File: src/rtl/job_dispatcher.sv
// rtl/job_dispatcher.sv - job queue, |0..0> state init, scheduler launch and amplitude readout (option: SCHED_WATCHDOG_EN)
module job_dispatcher #(
    parameter int N_QUBITS    = 4,
    parameter int FIFO_DEPTH  = 4,
    parameter int ONE_VAL     = 16384,
    parameter int WDOG_CYCLES = 65536,
    localparam int DIM        = 1 << N_QUBITS,
    localparam int AW         = $clog2(DIM)
) (
    input  logic                 clk,
    input  logic                 rst_n,
    input  logic                 job_valid,
    output logic                 job_ready,
    input  logic [2:0]           job_prog_id,
    output logic                 sched_start,
    output logic [2:0]           sched_prog_id,
    input  logic                 sched_done,
    input  logic [31:0]          sched_cycles,
    output logic                 mem_sel,
    output logic                 mem_we,
    output logic [AW-1:0]        mem_addr,
    output logic signed [15:0]   mem_din_r,
    output logic signed [15:0]   mem_din_i,
    input  logic signed [15:0]   mem_dout_r,
    input  logic signed [15:0]   mem_dout_i,
    output logic                 res_valid,
    input  logic                 res_ready,
    output logic signed [15:0]   res_data_r,
    output logic signed [15:0]   res_data_i,
    output logic [AW-1:0]        res_idx,
    output logic                 res_last,
    output logic [31:0]          res_cycles,
    output logic                 busy,
    output logic                 err_timeout
);

    localparam int PW = $clog2(FIFO_DEPTH);

    localparam logic [2:0] S_IDLE   = 3'd0;
    localparam logic [2:0] S_INIT   = 3'd1;
    localparam logic [2:0] S_LAUNCH = 3'd2;
    localparam logic [2:0] S_RUN    = 3'd3;
    localparam logic [2:0] S_READ   = 3'd4;
    localparam logic [2:0] S_STREAM = 3'd5;
    localparam logic [2:0] S_POP    = 3'd6;

    localparam logic [AW-1:0]      IDX_LAST = AW'(DIM - 1);
    localparam logic [PW:0]        FULL_CNT = (PW + 1)'(FIFO_DEPTH);
    localparam logic signed [15:0] ONE      = 16'(ONE_VAL);

    logic [2:0]         fifo_q [FIFO_DEPTH];
    logic [PW-1:0]      wr_ptr_q, rd_ptr_q;
    logic [PW:0]        count_q, count_d;
    logic               push, pop;

    logic [2:0]         state_q, state_d;
    logic [AW-1:0]      idx_q, idx_d;
    logic               rd_phase_q, rd_phase_d;
    logic               armed_q, armed_d;
    logic               job_ready_q, job_ready_d;
    logic               sched_start_q, sched_start_d;
    logic [2:0]         sched_prog_id_q, sched_prog_id_d;
    logic               mem_sel_q, mem_sel_d;
    logic               mem_we_q, mem_we_d;
    logic [AW-1:0]      mem_addr_q, mem_addr_d;
    logic signed [15:0] mem_din_r_q, mem_din_r_d, mem_din_i_q, mem_din_i_d;
    logic               res_valid_q, res_valid_d;
    logic signed [15:0] res_data_r_q, res_data_r_d, res_data_i_q, res_data_i_d;
    logic [AW-1:0]      res_idx_q, res_idx_d;
    logic               res_last_q, res_last_d;
    logic [31:0]        res_cycles_q, res_cycles_d;
    logic               busy_q, busy_d;

`ifdef SCHED_WATCHDOG_EN
    localparam logic [31:0] WDOG_LAST = 32'(WDOG_CYCLES - 1);
    logic [31:0]        wdog_q, wdog_d;
    logic               err_timeout_q, err_timeout_d;
`else
    logic               unused_wdog;
    assign unused_wdog = (WDOG_CYCLES != 0);
`endif

    // Ready comes from the registered count, so a pop frees its slot one cycle later.
    assign push    = job_valid && job_ready_q;
    assign count_d = count_q + {{PW{1'b0}}, push} - {{PW{1'b0}}, pop};

    // Job queue payload storage; contents need no reset because count gates every read.
    always_ff @(posedge clk) begin
        if (push) fifo_q[wr_ptr_q] <= job_prog_id;
    end

    // Job queue pointers and occupancy.
    always_ff @(posedge clk) begin
        if (!rst_n) begin
            wr_ptr_q <= '0;
            rd_ptr_q <= '0;
            count_q  <= '0;
        end else begin
            if (push) wr_ptr_q <= wr_ptr_q + 1'b1;
            if (pop)  rd_ptr_q <= rd_ptr_q + 1'b1;
            count_q <= count_d;
        end
    end

    // Next-state and next-output logic for the job lifecycle.
    always_comb begin
        state_d         = state_q;
        idx_d           = idx_q;
        rd_phase_d      = rd_phase_q;
        armed_d         = armed_q;
        sched_start_d   = 1'b0;
        sched_prog_id_d = sched_prog_id_q;
        mem_sel_d       = mem_sel_q;
        mem_we_d        = 1'b0;
        mem_addr_d      = mem_addr_q;
        mem_din_r_d     = 16'sd0;
        mem_din_i_d     = 16'sd0;
        res_valid_d     = res_valid_q;
        res_data_r_d    = res_data_r_q;
        res_data_i_d    = res_data_i_q;
        res_idx_d       = res_idx_q;
        res_last_d      = res_last_q;
        res_cycles_d    = res_cycles_q;
        pop             = 1'b0;
`ifdef SCHED_WATCHDOG_EN
        wdog_d          = wdog_q;
        err_timeout_d   = 1'b0;
`endif
        case (state_q)
            S_IDLE: begin
                if (count_q != '0) begin
                    state_d     = S_INIT;
                    idx_d       = '0;
                    mem_sel_d   = 1'b1;
                    mem_we_d    = 1'b1;
                    mem_addr_d  = '0;
                    mem_din_r_d = ONE;
                end
            end
            S_INIT: begin
                if (idx_q == IDX_LAST) begin
                    state_d         = S_LAUNCH;
                    mem_sel_d       = 1'b0;
                    sched_start_d   = 1'b1;
                    sched_prog_id_d = fifo_q[rd_ptr_q];
                    armed_d         = 1'b0;
                end else begin
                    idx_d      = idx_q + 1'b1;
                    mem_we_d   = 1'b1;
                    mem_addr_d = idx_q + 1'b1;
                end
            end
            S_LAUNCH: begin
                state_d = S_RUN;
                armed_d = 1'b0;
`ifdef SCHED_WATCHDOG_EN
                wdog_d  = '0;
`endif
            end
            S_RUN: begin
                // A done level left over from the previous job is ignored until
                // the scheduler has been seen low at least once.
                if (sched_done && armed_q) begin
                    state_d      = S_READ;
                    res_cycles_d = sched_cycles;
                    mem_sel_d    = 1'b1;
                    idx_d        = '0;
                    mem_addr_d   = '0;
                    rd_phase_d   = 1'b0;
                end else begin
                    if (!sched_done) armed_d = 1'b1;
`ifdef SCHED_WATCHDOG_EN
                    wdog_d = wdog_q + 32'd1;
                    if (wdog_q == WDOG_LAST) begin
                        err_timeout_d = 1'b1;
                        state_d       = S_POP;
                    end
`endif
                end
            end
            S_READ: begin
                // Phase 0 presents the address; the synchronous RAM answers in phase 1.
                if (!rd_phase_q) begin
                    rd_phase_d = 1'b1;
                end else begin
                    rd_phase_d   = 1'b0;
                    res_valid_d  = 1'b1;
                    res_data_r_d = mem_dout_r;
                    res_data_i_d = mem_dout_i;
                    res_idx_d    = idx_q;
                    res_last_d   = (idx_q == IDX_LAST);
                    state_d      = S_STREAM;
                end
            end
            S_STREAM: begin
                if (res_ready) begin
                    res_valid_d = 1'b0;
                    if (idx_q == IDX_LAST) begin
                        state_d   = S_POP;
                        mem_sel_d = 1'b0;
                    end else begin
                        idx_d      = idx_q + 1'b1;
                        mem_addr_d = idx_q + 1'b1;
                        state_d    = S_READ;
                    end
                end
            end
            S_POP: begin
                pop     = 1'b1;
                state_d = S_IDLE;
            end
            default: state_d = S_IDLE;
        endcase
        busy_d      = (state_d != S_IDLE);
        job_ready_d = (count_d != FULL_CNT);
    end

    // State and registered outputs; reset abandons any job in flight.
    always_ff @(posedge clk) begin
        if (!rst_n) begin
            state_q         <= S_IDLE;
            idx_q           <= '0;
            rd_phase_q      <= 1'b0;
            armed_q         <= 1'b0;
            job_ready_q     <= 1'b1;
            sched_start_q   <= 1'b0;
            sched_prog_id_q <= '0;
            mem_sel_q       <= 1'b0;
            mem_we_q        <= 1'b0;
            mem_addr_q      <= '0;
            mem_din_r_q     <= '0;
            mem_din_i_q     <= '0;
            res_valid_q     <= 1'b0;
            res_data_r_q    <= '0;
            res_data_i_q    <= '0;
            res_idx_q       <= '0;
            res_last_q      <= 1'b0;
            res_cycles_q    <= '0;
            busy_q          <= 1'b0;
`ifdef SCHED_WATCHDOG_EN
            wdog_q          <= '0;
            err_timeout_q   <= 1'b0;
`endif
        end else begin
            state_q         <= state_d;
            idx_q           <= idx_d;
            rd_phase_q      <= rd_phase_d;
            armed_q         <= armed_d;
            job_ready_q     <= job_ready_d;
            sched_start_q   <= sched_start_d;
            sched_prog_id_q <= sched_prog_id_d;
            mem_sel_q       <= mem_sel_d;
            mem_we_q        <= mem_we_d;
            mem_addr_q      <= mem_addr_d;
            mem_din_r_q     <= mem_din_r_d;
            mem_din_i_q     <= mem_din_i_d;
            res_valid_q     <= res_valid_d;
            res_data_r_q    <= res_data_r_d;
            res_data_i_q    <= res_data_i_d;
            res_idx_q       <= res_idx_d;
            res_last_q      <= res_last_d;
            res_cycles_q    <= res_cycles_d;
            busy_q          <= busy_d;
`ifdef SCHED_WATCHDOG_EN
            wdog_q          <= wdog_d;
            err_timeout_q   <= err_timeout_d;
`endif
        end
    end

    assign job_ready     = job_ready_q;
    assign sched_start   = sched_start_q;
    assign sched_prog_id = sched_prog_id_q;
    assign mem_sel       = mem_sel_q;
    assign mem_we        = mem_we_q;
    assign mem_addr      = mem_addr_q;
    assign mem_din_r     = mem_din_r_q;
    assign mem_din_i     = mem_din_i_q;
    assign res_valid     = res_valid_q;
    assign res_data_r    = res_data_r_q;
    assign res_data_i    = res_data_i_q;
    assign res_idx       = res_idx_q;
    assign res_last      = res_last_q;
    assign res_cycles    = res_cycles_q;
    assign busy          = busy_q;
`ifdef SCHED_WATCHDOG_EN
    assign err_timeout   = err_timeout_q;
`else
    assign err_timeout   = 1'b0;
`endif

endmodule

File: config.mk
export PLATFORM = sky130hd
export DESIGN_NAME = job_dispatcher
export DESIGN_NICKNAME = d
export VERILOG_FILES = /design/src/rtl/job_dispatcher.sv
export SDC_FILE = /design/constraint.sdc
export NUM_CORES = 1
export LEC_CHECK = 0
export CAP_MARGIN = 0
export CELL_PAD_IN_SITES_DETAIL_PLACEMENT = 1
export CELL_PAD_IN_SITES_GLOBAL_PLACEMENT = 1
export CORE_ASPECT_RATIO = 1.75
export CORE_MARGIN = 2
export CORE_UTILIZATION = 30
export DETAILED_ROUTE_END_ITERATION = 12
export PLACE_DENSITY_LB_ADDON = 0.3
export SYNTH_ARGS = -nofsm -noshare
export SYNTH_HDL_FRONTEND = slang
export SYNTH_SLANG_ARGS = --single-unit
File: constraint.sdc
create_clock -name clk -period 2.9 [get_ports clk]
set_input_delay 0.29 -clock clk [delete_from_list [all_inputs] [get_ports clk]]
set_output_delay 0.29 -clock clk [all_outputs]
set_load 0.03 [all_outputs]
==> results, run 1 <==
- In the synthesized netlist, the cells that appear most often are sky130_fd_sc_hd__nand2_1, sky130_fd_sc_hd__dfxtp_1, sky130_fd_sc_hd__a21oi_1, sky130_fd_sc_hd__buf_4, sky130_fd_sc_hd__nor2_1.
- The HPWL reported at the end of detailed placement is 9.58 mm.
- Relative to the synthesized area, the layout overhead comes to 43.7%.
- The average wire per cell in the routed design is 15.6 um.
- The worst ir drop on vdd is 0.306 mV.
- The count of antenna-violating nets left after detailed routing is 0.
- By area the synthesized netlist is led by sky130_fd_sc_hd__dfxtp_1, sky130_fd_sc_hd__nand2_1, sky130_fd_sc_hd__a21oi_1, sky130_fd_sc_hd__edfxtp_1, sky130_fd_sc_hd__buf_4.
- In this run the tool buffered the top-level ports with 154 buffer cells.
- For this design the top-level I/O count stands at 187.
- The worst setup path is of the flop to flop kind.
- The region available for standard cell placement spans 13,900 sq um.
- After the last flow step, the layout net total stands at 716.
- The total count of max-transition violations in the final report is 0.
- The pin slew with the least headroom to its limit is 0.717 ns.
- Of the cells placed in the final design, the portion with a size suffix greater than 1 is 4.52%.
- The pin count of the biggest net entering global routing is 38.
- The initial antenna violation count came to 0.
- The wire length of the first global-routing pass is 19.8 mm.
- The min-delay analysis places its worst path in the category flop to flop.
- Clock-pin slew was measured on the worst setup and hold paths at 0.07 ns.
- In the routed design, unresolved DRC markers number 0.
- Subtracting the final worst setup slack from the clock period gives 2.31 ns.
- Derived from the worst setup path, the maximum achievable clock frequency is 433 MHz.
- The endpoint of the worst hold path is res_cycles[1].
- The critical-path maximum fanout is 12.
- The number of global-route vias before repair came to 3,955.
- The number of enable flip-flop cells after synthesis is 12.
- The area of the mapped netlist is 4280 sq um.
- The source of the worst register-to-register timing path is state_q[0].
- The number of gates resized after CTS is 0.
- For this run, the leading register cell type out of synthesis is sky130_fd_sc_hd__dfxtp_1.
- In this run the static leakage power is 2.14 nW.
- The most used standard cell by instance count after synthesis is sky130_fd_sc_hd__nand2_1.
- The worst setup path is captured at a flop.
- Measured along the x axis, the die boundary spans 94.3 um.
- The clock net in this run drives a total of 107 sinks.
- The buffer levels on the longest clock path is 2.
- The worst hold path begins at res_cycles[1].
- The mean instance size in the synthesized netlist is 8.67 sq um.
- The footprint of the multi-input gates is 1720 sq um.
- The total wire length after detailed routing is 12.8 mm.
- The top-area cell type share of the netlist area is 44.4%.
- The number of warnings issued by yosys is 0.
- Buffers added to address setup during post-CTS repair amount to 0.
- The TritonCTS clock tree is yes.
- The final-report setup violation count is 0.
- The initial detailed-routing violation count is 108.
- The startpoint class of the critical path is a flop.
- The clock skew is 0.00711 ns.
- For this design, the CTS-stage hold fixing added 0 buffers.
- The repair_antennas step left the layout with diodes totalling 0.
- Setup slack on the worst reg-to-reg path comes out at 0.59 ns.
- The critical path data required time is 3.13 ns.
- The synthesized instance count is 494.
- The async set or reset register ratio after synthesis is 0%.
- The final count of hold timing violations was 0.
- In this run the number of H-tree levels came out at 3.
- Clock tree synthesis selected as its root buffer the cell sky130_fd_sc_hd__clkbuf_16.
- The floorplan die height is 162 um.
- The clock buffer count from CTS is 9.
- The full die area is 15,300 sq um.
- The power density relative to cell area is 540 nW/um^2.
- The global routing usage summed across all routing layers is 16.6%.
- The initial core utilization is 30.8%.
- The placer congestion estimate is 0.801.
- The endpoint of the lowest-slack register-to-register path is job_ready.
- For the final routed database, the setup TNS stands at 0 ns.
- The cell type contributing the most total cell area after synthesis is sky130_fd_sc_hd__dfxtp_1.
- Setup repair after global routing left no endpoint under its margin.
- The flow ran to the end, and the final reports show no timing, DRC or antenna violations.
- The sequential standard cell area is 2260 sq um.
- The first-pass detailed-route iteration total is 4.
- Across all layers, the routed design uses 3,820 vias.
- The cell total after placement is 802.
- STA puts the critical path data arrival time at 2.54 ns.
- The row count is 57.
- The later pin in the worst-skew pair is clocked with a latency of 0.34 ns.
- The worst hold path passes through 2 cells.
- The sequential element share of the synthesized area is 52.8%.
- Dividing the detail-routed via count by the number of cells gives 4.67.
- The portion of the clock cycle consumed by the worst path in the final layout is 79.6%.
- The count of fill cells added during filler insertion is 1,631.
- Global routing finished with a remaining overflow of 0.
- After synthesis, the netlist uses 38 different library cells.
- The final non-filler cell total is 818.
- Measured in cells, the most critical reg-to-reg path has a length of 9.
- Counting flops and latches in the post-synthesis netlist gives 107.
- The worst pin sits at a relative slew slack of 52.2%.
- The count of max-cap constraint violations is 0.
[power by group]
group	internal [W]	switching (W)
logic	0.000208	0.000260
clock network	0.000725	0.000534
registers	0.00155	0.0000492
total	0.00248	0.000844
[worst max-delay path by stage]
stage,startpoint,end,cells past startpoint
floorplan,job_ready,job_ready,9
global placement,job_valid,job_ready,10
detailed placement,job_valid,job_ready,10
CTS,state_q[0],job_ready,9
global route,state_q[0],job_ready,9
finish,state_q[0],job_ready,9
[through the flow]
stage | util, % | total power (W) | hold slack, ns | instance area (sq um) | setup WS [ns]
floorplan | - | 0.00193 | 0.389 | 4400 | 0.796
global placement | 42.1 | 0.00209 | 0.442 | 5850 | 0.501
detailed placement | 42.1 | 0.00210 | 0.446 | 5850 | 0.420
CTS | 44.3 | 0.00338 | 0.456 | 6160 | 0.586
global route | 44.3 | 0.00347 | 0.478 | 6160 | 0.410
finish | 44.3 | 0.00332 | 0.454 | 6160 | 0.592
[flip-flops by register name, indices dropped and copies added, names as in the netlist, 2 cells and up]
signal	count
res_data_r	16
res_idx	4
sched_prog_id	3
res_cycles	32
state_q	3
rd_ptr_q	2
mem_addr	4
count_q	3
fifo_q	12
res_data_i	16
wr_ptr_q	2
[area by class of cell]
class,instances,area share (%)
well taps,177,3.60
repair buffers,161,26.1
clock buffers,13,4.25
flip-flops and latches,107,36.7
inverters,9,0.549
clock inverters,3,0.752
multi-input cells,348,28.0
[cell families after synthesis]
family	Yosys count	share of synthesized area, %
XOR/XNOR	5	1.02
adder cells (fa/ha/maj)	8	2.51
AND/OR/NAND/NOR	199	19.9
flip-flops	107	52.8
buffers and inverters	70	9.73
AO/OA/AOI/OAI	101	12.4
other	1	0.0875
multiplexers	3	1.58
[critical path, cell delays in order (launching register included)]
cell and delay [ns]:
sky130_fd_sc_hd__dfxtp_1 0.59, sky130_fd_sc_hd__and3b_1 0.27, sky130_fd_sc_hd__ha_1 0.28, sky130_fd_sc_hd__inv_1 0.04, sky130_fd_sc_hd__ha_1 0.18, sky130_fd_sc_hd__fa_1 0.38
sky130_fd_sc_hd__xnor2_1 0.15, sky130_fd_sc_hd__xnor2_1 0.13, sky130_fd_sc_hd__nor2_1 0.11, sky130_fd_sc_hd__nand2_1 0.06
[placed cells by master, fill, tap and decap left out, types with 2 or more instances in the layout]
| cell type | instances |
|---|---|
| sky130_fd_sc_hd__conb_1 | 32 |
| sky130_fd_sc_hd__clkdlybuf4s50_1 | 154 |
| sky130_fd_sc_hd__a21oi_1 | 77 |
| sky130_fd_sc_hd__nand2_1 | 150 |
| sky130_fd_sc_hd__clkbuf_1 | 3 |
| sky130_fd_sc_hd__nand2b_1 | 3 |
| sky130_fd_sc_hd__clkbuf_16 | 10 |
| sky130_fd_sc_hd__and3_1 | 7 |
| sky130_fd_sc_hd__ha_1 | 7 |
| sky130_fd_sc_hd__buf_4 | 6 |
| sky130_fd_sc_hd__and2_1 | 2 |
| sky130_fd_sc_hd__nand3_1 | 4 |
| sky130_fd_sc_hd__a31oi_1 | 5 |
| sky130_fd_sc_hd__inv_1 | 8 |
| sky130_fd_sc_hd__nor3_1 | 6 |
| sky130_fd_sc_hd__xnor2_1 | 4 |
| sky130_fd_sc_hd__dfxtp_1 | 95 |
| sky130_fd_sc_hd__o21ai_1 | 2 |
| sky130_fd_sc_hd__nor2b_1 | 2 |
| sky130_fd_sc_hd__edfxtp_1 | 12 |
| sky130_fd_sc_hd__nor2_1 | 15 |
| sky130_fd_sc_hd__o21ai_0 | 13 |
| sky130_fd_sc_hd__nand4_1 | 2 |
| sky130_fd_sc_hd__mux4_2 | 3 |
[metal layers]
metal / wire (um) / vias to the layer above / global-route usage, %
met5: 0 / - / 0
met4: 261 / 0 / 5.53
met3: 740 / 12 / 3.48
met2: 7360 / 121 / 32.8
met1: 4410 / 1844 / 16.5
li1: - / 1843 / -
Power figures use the tool's default switching activity.
==> inputs of run 2 (changes only) <==
Clock period 2.9 ns to 2.35 ns, I/O delays scaled along.
==> results, run 2 (synthesis results as in run 1) <==
- The via density per instance is 4.65.
- After layout, the worst path uses 92.3% of the clock period.
- The highest clock rate is 461 MHz.
- The first global-routing pass estimated 20.0 mm of wire.
- The internal reg-to-reg setup slack is 0.18 ns.
- The number of antenna diodes in the final layout is 0.
- In this run, CTS created clock tree buffers numbering 9.
- The die is 94.3 um wide.
- The number of hold buffers added after CTS was 0.
- Detailed routing inserted a total of 3,831 vias.
- The final non-filler cell total is 824.
- For this run the aggregate overflow at the end of global routing stands at 0.
- The accumulated negative setup slack is 0 ns.
- The total wire length after detailed routing is 12.8 mm.
- The layout overhead on the synthesized area is 44.0%.
- The initial core utilization is 30.8%.
- The initial detailed-routing violation count is 84.
- The library cells used most frequently in the layout, excluding fill and tap cells, are sky130_fd_sc_hd__clkdlybuf4s50_1, sky130_fd_sc_hd__nand2_1, sky130_fd_sc_hd__dfxtp_1.
- The worst ir drop on vdd is 0.342 mV.
- The clock period could shrink to 2.17 ns.
- The signal on the critical path passes through and3b_1 > ha_1 > inv_1 > ha_1 > fa_1 > xnor2_1 > xnor2_1 > nor2_1 > nand2_1.
- The critical path class is flop to flop.
- The startpoint class of the critical path is a flop.
- The clock transition at the registers of the reported paths is 0.08 ns.
- The number of global-route vias before repair was 4,092.
- The final count of hold timing violations was 0.
- The kind of end point of the critical path is a flop.
- The standard cell area after detailed placement is 5890 sq um.
- The H-tree was split into 3 levels.
- The final-report setup violation count is 0.
- The detail route stage leaves a number of antenna-violating nets equal to 0.
- In this run the most critical hold path is launched from mem_dout_i[2].
- The standby leakage power is 2.15 nW.
- With fillers left out, the area of the finished cells amounts to 6170 sq um.
- Leaving out fill and tap cells, the most frequent cell in the layout is sky130_fd_sc_hd__clkdlybuf4s50_1.
- TritonCTS built the clock tree.
- For this design the ratio of total power to cell area is 648 nW/um^2.
- Setup repair after global routing left no endpoint under its margin.
- Data on the critical path arrives at its endpoint at 2.40 ns.
- The library cell contributing the largest single delay on the critical path is sky130_fd_sc_hd__dfxtp_1.
- The share of final-layout standard cells stronger than drive strength 1 is 5.56%.
- The HPWL after detailed placement is 9.83 mm.
- The largest incremental delay on the critical path is 0.53 ns.
- The total count of max-transition violations in the final report was 0.
- For this run, the total global-route usage over all layers was measured as 16.8%.
- Between clock sinks in the finished design, the worst skew comes to 0.00646 ns.
- For the worst setup path, the data required time is 2.58 ns.
- The tree built by TritonCTS fans out to 107 sinks.
- The row count is 57.
- In this run the worst path has a maximum fanout of 11.
- The most critical setup path has its endpoint at job_ready.
- Final hold analysis gives a worst-case slack of 0.434 ns.
- The initial antenna violation count is 0.
- At the later pin of the worst-skew pair, clock insertion delay measures 0.34 ns.
- Before antenna repair, the detailed router went through 4 iterations.
- The flow ran to the end, and the final reports show no timing, DRC or antenna violations.
- The top-level I/O count is 187.
- The number of setup buffers added after CTS is 0.
- In this run, placement finished with an instance count of 808.
- The endpoint of the lowest-slack register-to-register path is job_ready.
- Routability-driven placement finished with a final weighted congestion of 0.805.
- The count of max-cap constraint violations is 0.
- The count of input and output buffers is 154.
- The source of the worst register-to-register timing path is state_q[1].
- The startpoint of the worst setup timing path is state_q[1].
- The buffer levels on the longest clock path is 2.
- The floorplan step defined a die boundary enclosing 15,300 sq um.
- The floorplan step set the die height to 162 um.
- After detailed routing, the number of remaining DRC violations is 0.
- The register with the most flip-flops in the layout has 32 of them.
- In this run the standard cell core region covers 13,900 sq um.
- In the final routed layout, each cell accounts on average for 15.6 um.
- Entering global routing, the biggest net connects 36 pins.
- In this run the worst hold path is classified as input pin to flop.
- The worst reg2reg path depth is 9.
- Clock tree synthesis selected as its root buffer the cell sky130_fd_sc_hd__clkbuf_16.
- The net total in the final layout is 722.
- The number of gates resized after CTS was 0.
[run 2: worst min path at each step]
stage          cells past startpoint              to
4_1_cts                            3  res_data_r[10]
6_report                           3   res_data_i[2]
3_5_place_dp                       2   res_data_i[8]
5_1_grt                            3   res_data_r[1]
3_3_place_gp                       2   res_cycles[1]
2_1_floorplan                      0    fifo_q[0][0]
[run 2: critical path: cells and delay by family, from the launching register on]
family                   cells  cell delay [ns]
buffers and inverters        1             0.05
AND/OR/NAND/NOR              3             0.49
flip-flops                   1             0.53
adder cells (fa/ha/maj)      3             0.73
XOR/XNOR                     2             0.28
[run 2: per-layer routing]
metal | global-route usage, % | wire (um) | share of wire [%]
met2 | 33.5 | 7430 | 58
met1 | 16.0 | 4420 | 34
met3 | 3.20 | 654 | 5.1
met4 | 7.31 | 333 | 2.6
met5 | 0 | 0 | 0
[run 2: final cells by class]
class,instances,area (sq um)
inverter,9,33.8
timing repair buffer,167,1650
tap,177,221
fill,1628,7740
multi-input combinational,348,1720
clock inverter,6,47.5
clock buffer,10,229
sequential,107,2260
[run 2: report_power, final]
part | switching (W) | internal, W
Combinational | 0.000344 | 0.000268
Sequential | 0.0000453 | 0.00191
Clock | 0.000699 | 0.000732
Total | 0.00109 | 0.00291
[run 2: through the flow]
stage | utilization [%] | setup WS [ns] | power (W)
final | 44.4 | 0.182 | 0.00400
after global routing | 44.4 | 0.0319 | 0.00418
after CTS | 44.4 | 0.167 | 0.00407
after detailed placement | 42.4 | 0.0454 | 0.00261
after global placement | 42.4 | 0.129 | 0.00258
after floorplan | - | 0.246 | 0.00238
==> RTL edit, RTL diff (settings of run 2) <==
`res_cycles_q` no longer has a reset.
--- a/src/rtl/job_dispatcher.sv
+++ b/src/rtl/job_dispatcher.sv
@@ -237,3 +237,2 @@
             res_last_q      <= 1'b0;
-            res_cycles_q    <= '0;
             busy_q          <= 1'b0;
@@ -261,3 +260,2 @@
             res_last_q      <= res_last_d;
-            res_cycles_q    <= res_cycles_d;
             busy_q          <= busy_d;
@@ -268,2 +266,6 @@
         end
+    end
+
+    always_ff @(posedge clk) begin
+        res_cycles_q <= res_cycles_d;
     end
Behaviour: same outputs for any inputs over 10 cycles, from zero or initial values and one cycle with rst_n low; that may be too few to reach the edited logic, so the function may still have changed.
==> RTL edit against run 2 <==
Worst setup slack improved by 90 ps. Sequential cell count did not move. Routed wire length fell by 15%. Final area fell by 1.1%. Die area fell by 3.0%. Synthesized area fell by 3.1%. Cell count fell by 13%. Clock skew rose by 4.7 ps. Total power rose by 4.7%. Critical path type unchanged. Largest power group unchanged. Highest routed layer unchanged.
==> RTL edit: results (changes against run 2) <==
Synthesis
  – Top post-synthesis cells by area: edfxtp_1 32%, dfxtp_1 30%, nand2_1 7.5%
  – Register area share after synthesis: 0.622 (+0.0942)
  – YS warnings: 0 (unchanged)
  – Avg Inst Size Synth: 11.0 µm² (+26%)
  – Post-synth ARST share: 0 (unchanged)
  – List of most frequent post-synthesis cells: 83 x nand2_1, 63 x dfxtp_1, 44 x edfxtp_1
  – Netlist cell types: 44 (+16%)
  – Number of flops mapped to enable cells by yosys: 44 (+32)
  – Synth Cell Area: 4150 µm² (-3.1%)

Worst setup path
  – CP Launch Point: state_q[0]
  – CP delay by family, top: adder cells
  – Worst Setup EP: job_ready
  – Worst reg-to-reg setup slack: 270 ps (+90 ps)
  – Worst path max stage delay: 370 ps (-160 ps)
  – Critical-path maximum fanout: 3 (-8)
  – Crit-path slowest cell: fa_1

Clock network
  – Post-cts resize count: 0 (unchanged)
  – CTS Buf Count: 9 (unchanged)
  – Clk pin slew, worst setup/hold paths: 80 ps (about the same)
  – Setup repair bufs after CTS: 0 (unchanged)

Final layout
  – Fraction of area in multi-input gates: 0.216 (-0.0633)
  – Area Overhead vs Synth: 47.0%
  – Sequential cell area share: 0.423 (+0.0567)
  – Clock-cell share: 0.0517 (+0.00687)
  – Post-Layout Cell Count: 715 (-13%)
  – Clock buf count: 11 (+1)
  – Final #Nets: 616 (-15%)
  – Non-clk buf share: 0.267 (about the same)
  – Share of cells above drive strength 1: 0.0721 (+0.0164)
  – #MultiIn Comb: 243 (-30%)
  – Layout fillers: 1486 (-8.7%)
  – Non-Clock Buffer Count: 166 (-0.60%)

Hold path
  – Hold wc startpoint: mem_dout_i[3]
  – Hold EP: res_data_i[3]

Placed design
  – DP HPWL: 8.38 mm (-15%)
  – Placed cells: 699 (-13%)
  – Dpl ws: 22.4 ps (-22.9 ps)
  – GPL Wtd Cong: 0.724 (-10%)
  – Placed Instance Area: 5780 µm² (-1.8%)
  – Port Buffers: 154 (unchanged)

Pwr
  – Cell-internal power: 3.11 mW (+6.9%)
  – Worst IR Drop VDD: 0.000329 V (-3.6%)
  – P per Cell Area: 686 nW/µm² (+5.9%)
  – P_comb: 0.601 mW (-2%)
  – P_clk: 1.54 mW (+8%)
  – Leakage: 2.19 nW (+2.0%)

Drt
  – WL/cell: 15.2 µm (-2.2%)
  – Initial DRC Count: 67 (-20%)
  – Pre-antenna DRT Iters: 4 (unchanged)
  – Vias per inst: 4.42 (-5.0%)

Global routing
  – Largest net degree at the start of global routing: 37 (+2.8%)
  – First-pass GRT wire length: 17.1 mm (-15%)
  – Vias in the first global route: 3220 (-21%)
  – GR Util All Layers: 0.148 (-0.0203)

STA
  – Worst setup margin: 272 ps (+90.4 ps)
  – Skew final: 11.2 ps (+4.73 ps)
  – Min Hold Slack: 425 ps (-8.87 ps)

Outcome
  – Outcome: completed
RTL edit: cell types whose count changed in the layout (fill, tap and decap cells not counted), sizes merged, moves of 3 or more:
cell	run 2	this run
o221a	0	3
a31oi	5	1
a21oi	77	42
mux2i	0	3
o21ai	15	3
or3	0	3
nand2	150	83
dfxtp	95	63
edfxtp	12	44
RTL edit: logic make-up (layout without fill, tap and decap cells):
group                    Yosys count  after routing  share of synthesized area
adder cells (fa/ha/maj)            8              8                     0.0259
AO/OA/AOI/OAI                     58             58                     0.0826
flip-flops                       107            107                      0.622
other                              1             32                   0.000904
XOR/XNOR                           5              5                     0.0106
multiplexers                       6              6                     0.0235
AND/OR/NAND/NOR                  134            134                      0.144
buffers and inverters             60            191                     0.0898
RTL edit: layer usage:
metal  track usage  part of all wire  vias to the layer above
met3        0.0454             0.087                       15
met5             0                 0                        -
met4        0.0568             0.023                        0
met1         0.153              0.37                     1463
li1              -                 -                     1535
met2         0.273              0.52                      146
